--- src/rtl/usb_tx_pkg.sv ---
// Shared types and constants for the full-speed USB transmit bit engine.
// Line encodings are {dp, dm}.
package usb_tx_pkg;

  typedef enum logic [2:0] {
    IDLE,
    SYNC,
    DATA,
    STUFF,
    EOP_SE0,
    EOP_J
  } tx_state_t;

  localparam logic [7:0] SYNC_BYTE    = 8'h80;
  localparam logic [1:0] LINE_J       = 2'b10;
  localparam logic [1:0] LINE_K       = 2'b01;
  localparam logic [1:0] LINE_SE0     = 2'b00;
  localparam int         EOP_SE0_BITS = 2;

  // NRZI level 1 is J, level 0 is K.
  function automatic logic [1:0] nrzi_line(input logic lvl);
    return lvl ? LINE_J : LINE_K;
  endfunction

endpackage

--- src/rtl/usb_tx_bit_timer.sv ---
// Bit-period timer: counts 0..CLKS_PER_BIT-1 while enabled and flags clock positions in the bit.
// Latency: combinational flags from the registered count; no backpressure.
// Ports: enable advances the count, clear forces it to 0; bit_strobe = last clock of the bit,
//        pre_strobe = clock before that, first_clk = first clock of the bit.
module usb_tx_bit_timer #(
  parameter int CLKS_PER_BIT = 8
) (
  input  logic clk,
  input  logic n_rst,
  input  logic enable,
  input  logic clear,
  output logic bit_strobe,
  output logic pre_strobe,
  output logic first_clk
);

  localparam int TW = (CLKS_PER_BIT > 1) ? $clog2(CLKS_PER_BIT) : 1;
  localparam logic [TW-1:0] LAST = TW'(CLKS_PER_BIT - 1);
  localparam logic [TW-1:0] PRE  = TW'(CLKS_PER_BIT - 2);

  logic [TW-1:0] cnt;

  always_ff @(posedge clk or negedge n_rst) begin
    if (!n_rst) begin
      cnt <= '0;
    end else if (clear) begin
      cnt <= '0;
    end else if (enable) begin
      cnt <= (cnt == LAST) ? '0 : cnt + 1'b1;
    end
  end

  assign bit_strobe = enable && (cnt == LAST);
  assign pre_strobe = enable && (cnt == PRE);
  assign first_clk  = (cnt == '0);

endmodule

--- src/rtl/usb_tx_encoder.sv ---
// Full-speed USB TX bit engine: SYNC prepend, LSB-first serialise, bit stuffing, NRZI, EOP.
// Latency: first SYNC bit on the line the cycle after tx_start; every bit held CLKS_PER_BIT clocks.
// Backpressure: one byte fetched per bit-7 window; a missing byte pulses tx_error and ends with EOP.
// Ports: tx_start/tx_data/tx_data_valid/tx_last in; tx_data_ready, tx_busy, tx_done, tx_error
//        status out; dplus_out/dminus_out registered pad drives.
module usb_tx_encoder
  import usb_tx_pkg::*;
#(
  parameter int CLKS_PER_BIT = 8,
  parameter int STUFF_LIMIT  = 6
) (
  input  logic       clk,
  input  logic       n_rst,
  input  logic       tx_start,
  input  logic [7:0] tx_data,
  input  logic       tx_data_valid,
  input  logic       tx_last,
  output logic       tx_data_ready,
  output logic       dplus_out,
  output logic       dminus_out,
  output logic       tx_busy,
  output logic       tx_done,
  output logic       tx_error
);

  localparam int ONES_W = $clog2(STUFF_LIMIT + 1);

  tx_state_t         state, nxt_state;
  logic              nrzi;
  logic [ONES_W-1:0] ones;
  logic [2:0]        bit_idx, nxt_idx;
  logic [6:0]        sr;        // bits still to send of the current byte, next one in sr[0]
  logic [7:0]        nb;
  logic              nb_last, cur_last, fetched;
  logic              bit_strobe, pre_strobe, first_clk;
  logic              nxt_bit, nxt_lvl, load_byte, shift_on, advance;
  logic              fetch_slot, fetch_win;

  usb_tx_bit_timer #(.CLKS_PER_BIT(CLKS_PER_BIT)) u_timer (
    .clk        (clk),
    .n_rst      (n_rst),
    .enable     (state != IDLE),
    .clear      (state == IDLE),
    .bit_strobe (bit_strobe),
    .pre_strobe (pre_strobe),
    .first_clk  (first_clk)
  );

  // Bit 7 of SYNC or of a non-last byte is where the following byte must be fetched.
  // The last clock is excluded so an underrun can be flagged on it.
  assign fetch_slot = (bit_idx == 3'd7) && ((state == SYNC) || ((state == DATA) && !cur_last));
  assign fetch_win  = fetch_slot && !fetched && !bit_strobe;

  assign advance = (state == IDLE) ? tx_start : bit_strobe;
  assign nxt_lvl = nxt_bit ? nrzi : ~nrzi;

  // Content of the next bit period, applied on the bit boundary.
  always_comb begin
    nxt_state = state;
    nxt_idx   = bit_idx;
    nxt_bit   = 1'b0;
    load_byte = 1'b0;
    shift_on  = 1'b0;
    case (state)
      IDLE: begin
        nxt_state = SYNC;
        nxt_idx   = 3'd0;
        nxt_bit   = SYNC_BYTE[0];
      end
      SYNC, DATA, STUFF: begin
        // ones is zero in STUFF, so a stuff bit is never followed by another.
        if (ones == ONES_W'(STUFF_LIMIT)) begin
          nxt_state = STUFF;
        end else if (bit_idx != 3'd7) begin
          // SYNC never reaches the stuff limit mid-byte, so STUFF always resumes DATA.
          nxt_state = (state == SYNC) ? SYNC : DATA;
          nxt_idx   = bit_idx + 3'd1;
          nxt_bit   = sr[0];
          shift_on  = 1'b1;
        end else if (fetched && !cur_last) begin
          nxt_state = DATA;
          nxt_idx   = 3'd0;
          nxt_bit   = nb[0];
          load_byte = 1'b1;
        end else begin
          nxt_state = EOP_SE0;
          nxt_idx   = 3'd0;
        end
      end
      EOP_SE0: begin
        nxt_idx = bit_idx + 3'd1;
        if (bit_idx == 3'(EOP_SE0_BITS - 1)) nxt_state = EOP_J;
      end
      EOP_J:   nxt_state = IDLE;
      default: nxt_state = IDLE;
    endcase
  end

  always_ff @(posedge clk or negedge n_rst) begin
    if (!n_rst) begin
      state         <= IDLE;
      nrzi          <= 1'b1;
      ones          <= '0;
      bit_idx       <= '0;
      sr            <= '0;
      nb            <= '0;
      nb_last       <= 1'b0;
      cur_last      <= 1'b0;
      fetched       <= 1'b0;
      dplus_out     <= 1'b1;
      dminus_out    <= 1'b0;
      tx_busy       <= 1'b0;
      tx_data_ready <= 1'b0;
      tx_done       <= 1'b0;
      tx_error      <= 1'b0;
    end else begin
      tx_data_ready <= 1'b0;
      tx_error      <= 1'b0;
      tx_done       <= (state == EOP_J) && pre_strobe;

      // fetched covers one bit-7 window; it must survive a trailing stuff bit
      // so the byte boundary after the stuff still sees the capture.
      if (first_clk && (state != STUFF)) fetched <= 1'b0;
      if (fetch_win && tx_data_valid) begin
        fetched       <= 1'b1;
        nb            <= tx_data;
        nb_last       <= tx_last;
        tx_data_ready <= 1'b1;
      end
      if (fetch_slot && !fetched && pre_strobe && !tx_data_valid) tx_error <= 1'b1;

      if (advance) begin
        state   <= nxt_state;
        bit_idx <= nxt_idx;
        if (state == IDLE) begin
          sr       <= SYNC_BYTE[7:1];
          cur_last <= 1'b0;
          tx_busy  <= 1'b1;
        end
        if (shift_on) sr <= {1'b0, sr[6:1]};
        if (load_byte) begin
          sr       <= nb[7:1];
          cur_last <= nb_last;
        end
        case (nxt_state)
          SYNC, DATA, STUFF: begin
            nrzi                    <= nxt_lvl;
            {dplus_out, dminus_out} <= nrzi_line(nxt_lvl);
            ones                    <= nxt_bit ? ones + 1'b1 : '0;
          end
          EOP_SE0: {dplus_out, dminus_out} <= LINE_SE0;
          EOP_J:   {dplus_out, dminus_out} <= LINE_J;
          default: begin
            nrzi                    <= 1'b1;
            ones                    <= '0;
            {dplus_out, dminus_out} <= LINE_J;
            tx_busy                 <= 1'b0;
          end
        endcase
      end
    end
  end

endmodule

--- config.mk ---
export PLATFORM = sky130hd
export DESIGN_NAME = usb_tx_encoder
export DESIGN_NICKNAME = d
export VERILOG_FILES = /design/src/rtl/usb_tx_pkg.sv /design/src/rtl/usb_tx_bit_timer.sv /design/src/rtl/usb_tx_encoder.sv
export SDC_FILE = /design/constraint.sdc
export NUM_CORES = 1
export LEC_CHECK = 0
export BUFFER_PORTS_ARGS = -buffer_cell sky130_fd_sc_hd__buf_4
export CORE_UTILIZATION = 60
export DETAILED_ROUTE_END_ITERATION = 10
export GPL_TIMING_DRIVEN = 1
export PLACE_DENSITY = 0.8
export SYNTH_ARGS = -nofsm -noshare
export SYNTH_HDL_FRONTEND = slang
export SYNTH_SLANG_ARGS = --single-unit
--- constraint.sdc ---
create_clock -name clk -period 3.5 [get_ports clk]
set_input_delay 0.525 -clock clk [delete_from_list [all_inputs] [get_ports clk]]
set_output_delay 0.525 -clock clk [all_outputs]
set_load 0.01 [all_outputs]
==> run summary <==
Status = completed
Setup CP Type = reg -> reg
CP required = 3810 ps
Clock Path Buffers = 2
RSZ-0062 raised after global routing = no
Final GP Congestion = 0.892
Area leader, netlist = dfrtp_1
Average instance area after synthesis = 11.0 µm²
Post-synth net total = 210
Power consumption = 1820 µW
Worst setup path start = bit_idx[0]
CP delay by family, top = simple AND/OR/NAND/NOR gates
Layout cells sized above 1 = 0.255
# rows = 20
Cell repeated most along the worst path = ha_1
Fin. max-slew vios = 0
DR WL/cell = 16.7 µm
Yosys warns = 0
Die Height = 60.5 µm
Worst Tran Pin Value = 734 ps
DR iter-0 viols = 139
Final hold violation count = 0
Initial antenna violation count = 0
Core Util, Final = 0.719
Root buf cell = clkbuf_4
Post-synthesis sequential area ratio = 0.452
Pin count of the biggest net entering global routing = 38
Reg clk slew, reported paths = 120 ps
Reg-to-reg setup timing slack = 1080 ps
First-pass GRT wire length = 6910 µm
PwrDens = 804 nW/µm²
Max-cap violations = 0
Post-Place Worst Slack = 1140 ps
Worst min-delay path class = in -> async
Initial Util = 0.652
Instance count on the critical path = 6
Vias in the first global route = 1450
F_max = 414 MHz
Core Region = 3150 µm²
Worst Clk Skew = 13.6 ps
Post-Route Setup TNS = 0 ps
Rel. slew slack = 0.507
H-tree depth = 2
Critical Path, Cell by Cell = ha_1, ha_1, nand3b_1, nor3_1, a22o_1, mux2_2
Post-cts sizing count = 0
Synth Register Bits = 37
HPWL after DPL = 2980 µm
WP data arrival = 2720 ps
Worst setup SP type = flop
Min Tclk post-route = 2420 ps
Final net count = 226
Die width = 60.5 µm
Post-route ant nets = 0
First drt pass iteration count = 4
Diode count = 0
Slowest cell on the critical path = nor3_1
Ranking of synthesized cells by area = dfrtp_1 (43%), ha_1 (6.1%), mux2_4 (5.8%), mux2_2 (3.8%), dfstp_2 (2.6%)
CP max FO = 11
CP endpoint = sr[2]
Final wirelength = 4140 µm
Maximum VDD drop = 0.501 mV
CTS Hold Bufs = 0
Vias per Instance = 6.12
R2R cell count = 6
GRT overflow = 0
# setup viols final = 0
Overall Global Routing Usage = 0.264
# clock sinks = 37
Slowest stage delay, CP = 620 ps
Post-Syn Instances = 187
Ys async rst share = 1.00
CTS tree = yes
Setup Buffers After CTS = 0
Period utilization = 0.690
Io pins = 19
Setup ws final = 1080 ps
R2r startpoint = bit_idx[0]
Clock Latency Late Sink = 360 ps
Routed via count = 1518
Pleak = 0.00109 µW
Top-count cell post-synth = dfrtp_1
Ys flop type = dfrtp_1
EDFF count, synth = 0
Synth top cells by count = dfrtp_1 (35), nand2_1 (13), nor2_1 (12)
Die area = 3660 µm²
Synth top area share = 0.426
Area Overhead vs Synth = 10.2%
Distinct cell type count after synthesis = 53
IO buf count = 18
DR DRC count = 0
CP bufs+invs = 0
Post-synthesis cell area = 2060 µm²
Reg2reg end = sr[2]
Worst setup EP type = flop
Cts bufs inserted = 5
## placed cells by master, fill, tap and decap left out, drive strengths merged, types with 2 or more instances in the layout
cell / count
dfrtp: 35
buf: 18
mux2: 15
nand2: 13
nor2: 12
inv: 11
ha: 10
o21ai: 10
a21oi: 6
a22o: 6
clkbuf: 6
nor3: 5
nand2b: 5
a31oi: 5
o211ai: 3
nor3b: 3
or2: 2
a221o: 2
nand3b: 2
o22ai: 2
a211o: 2
o221a: 2
dfstp: 2
nor4b: 2
## area by class of cell
type,count,area (µm²)
fill,249,887
multi-input combinational,130,1030
sequential,37,928
inverter,11,41.3
clock buffer,6,41.3
clock inverter,2,38.8
timing repair buffer,18,135
tap,44,55.1
## routing by layer
metal	part of all wire	wire length (µm)	GRT usage	vias to the layer above
met1	0.42	1740	0.350	753
met2	0.51	2120	0.427	40
met3	0.048	198	0.0448	8
met5	0	0	0	-
met4	0.018	75	0.117	0
li1	-	-	-	717
## sequential cells by signal, indices dropped and copies added, names as in the netlist
register and flops:
state 3, tx_done 1, cur_last 1, nrzi 1, u_timer.cnt 3, tx_data_ready 1
dminus_out 1, nb_last 1, sr 7, nb 8, fetched 1, dplus_out 1
ones 3, tx_busy 1, tx_error 1, bit_idx 3
## report_power, final
group	internal, µW	switching, µW
logic	366	376
registers	593	184
clock network	152	151
total	1110	711
## stage by stage
step / std cells / area, µm² / hold slack (ps)
5_1_grt: 248 / 2270 / 126
6_report: 248 / 2270 / 103
4_1_cts: 248 / 2270 / 108
2_1_floorplan: 187 / 2060 / 229
3_5_place_dp: 240 / 2190 / 481
3_3_place_gp: 240 / 2190 / 456
## cells by family (layout without fill, tap and decap cells)
logic type      Yosys count  in the layout  synth area share
buf+inv                  20             37            0.0493
fa+ha+maj                10             10            0.0609
simple gates             51             51             0.145
xor+xnor                  1              1           0.00426
mux                      16             16             0.102
flops                    37             37             0.452
compound gates           52             52             0.187
## worst min path at each step
stage                   start              to  slack, ps
6_report                n_rst      bit_idx[2]        100
2_1_floorplan           n_rst      bit_idx[0]        230
3_3_place_gp   u_timer.cnt[0]  u_timer.cnt[0]        460
4_1_cts                 n_rst      bit_idx[2]        110
3_5_place_dp       dminus_out      dminus_out        480
5_1_grt                 n_rst  u_timer.cnt[0]        130
Power figures use the tool's default switching activity.
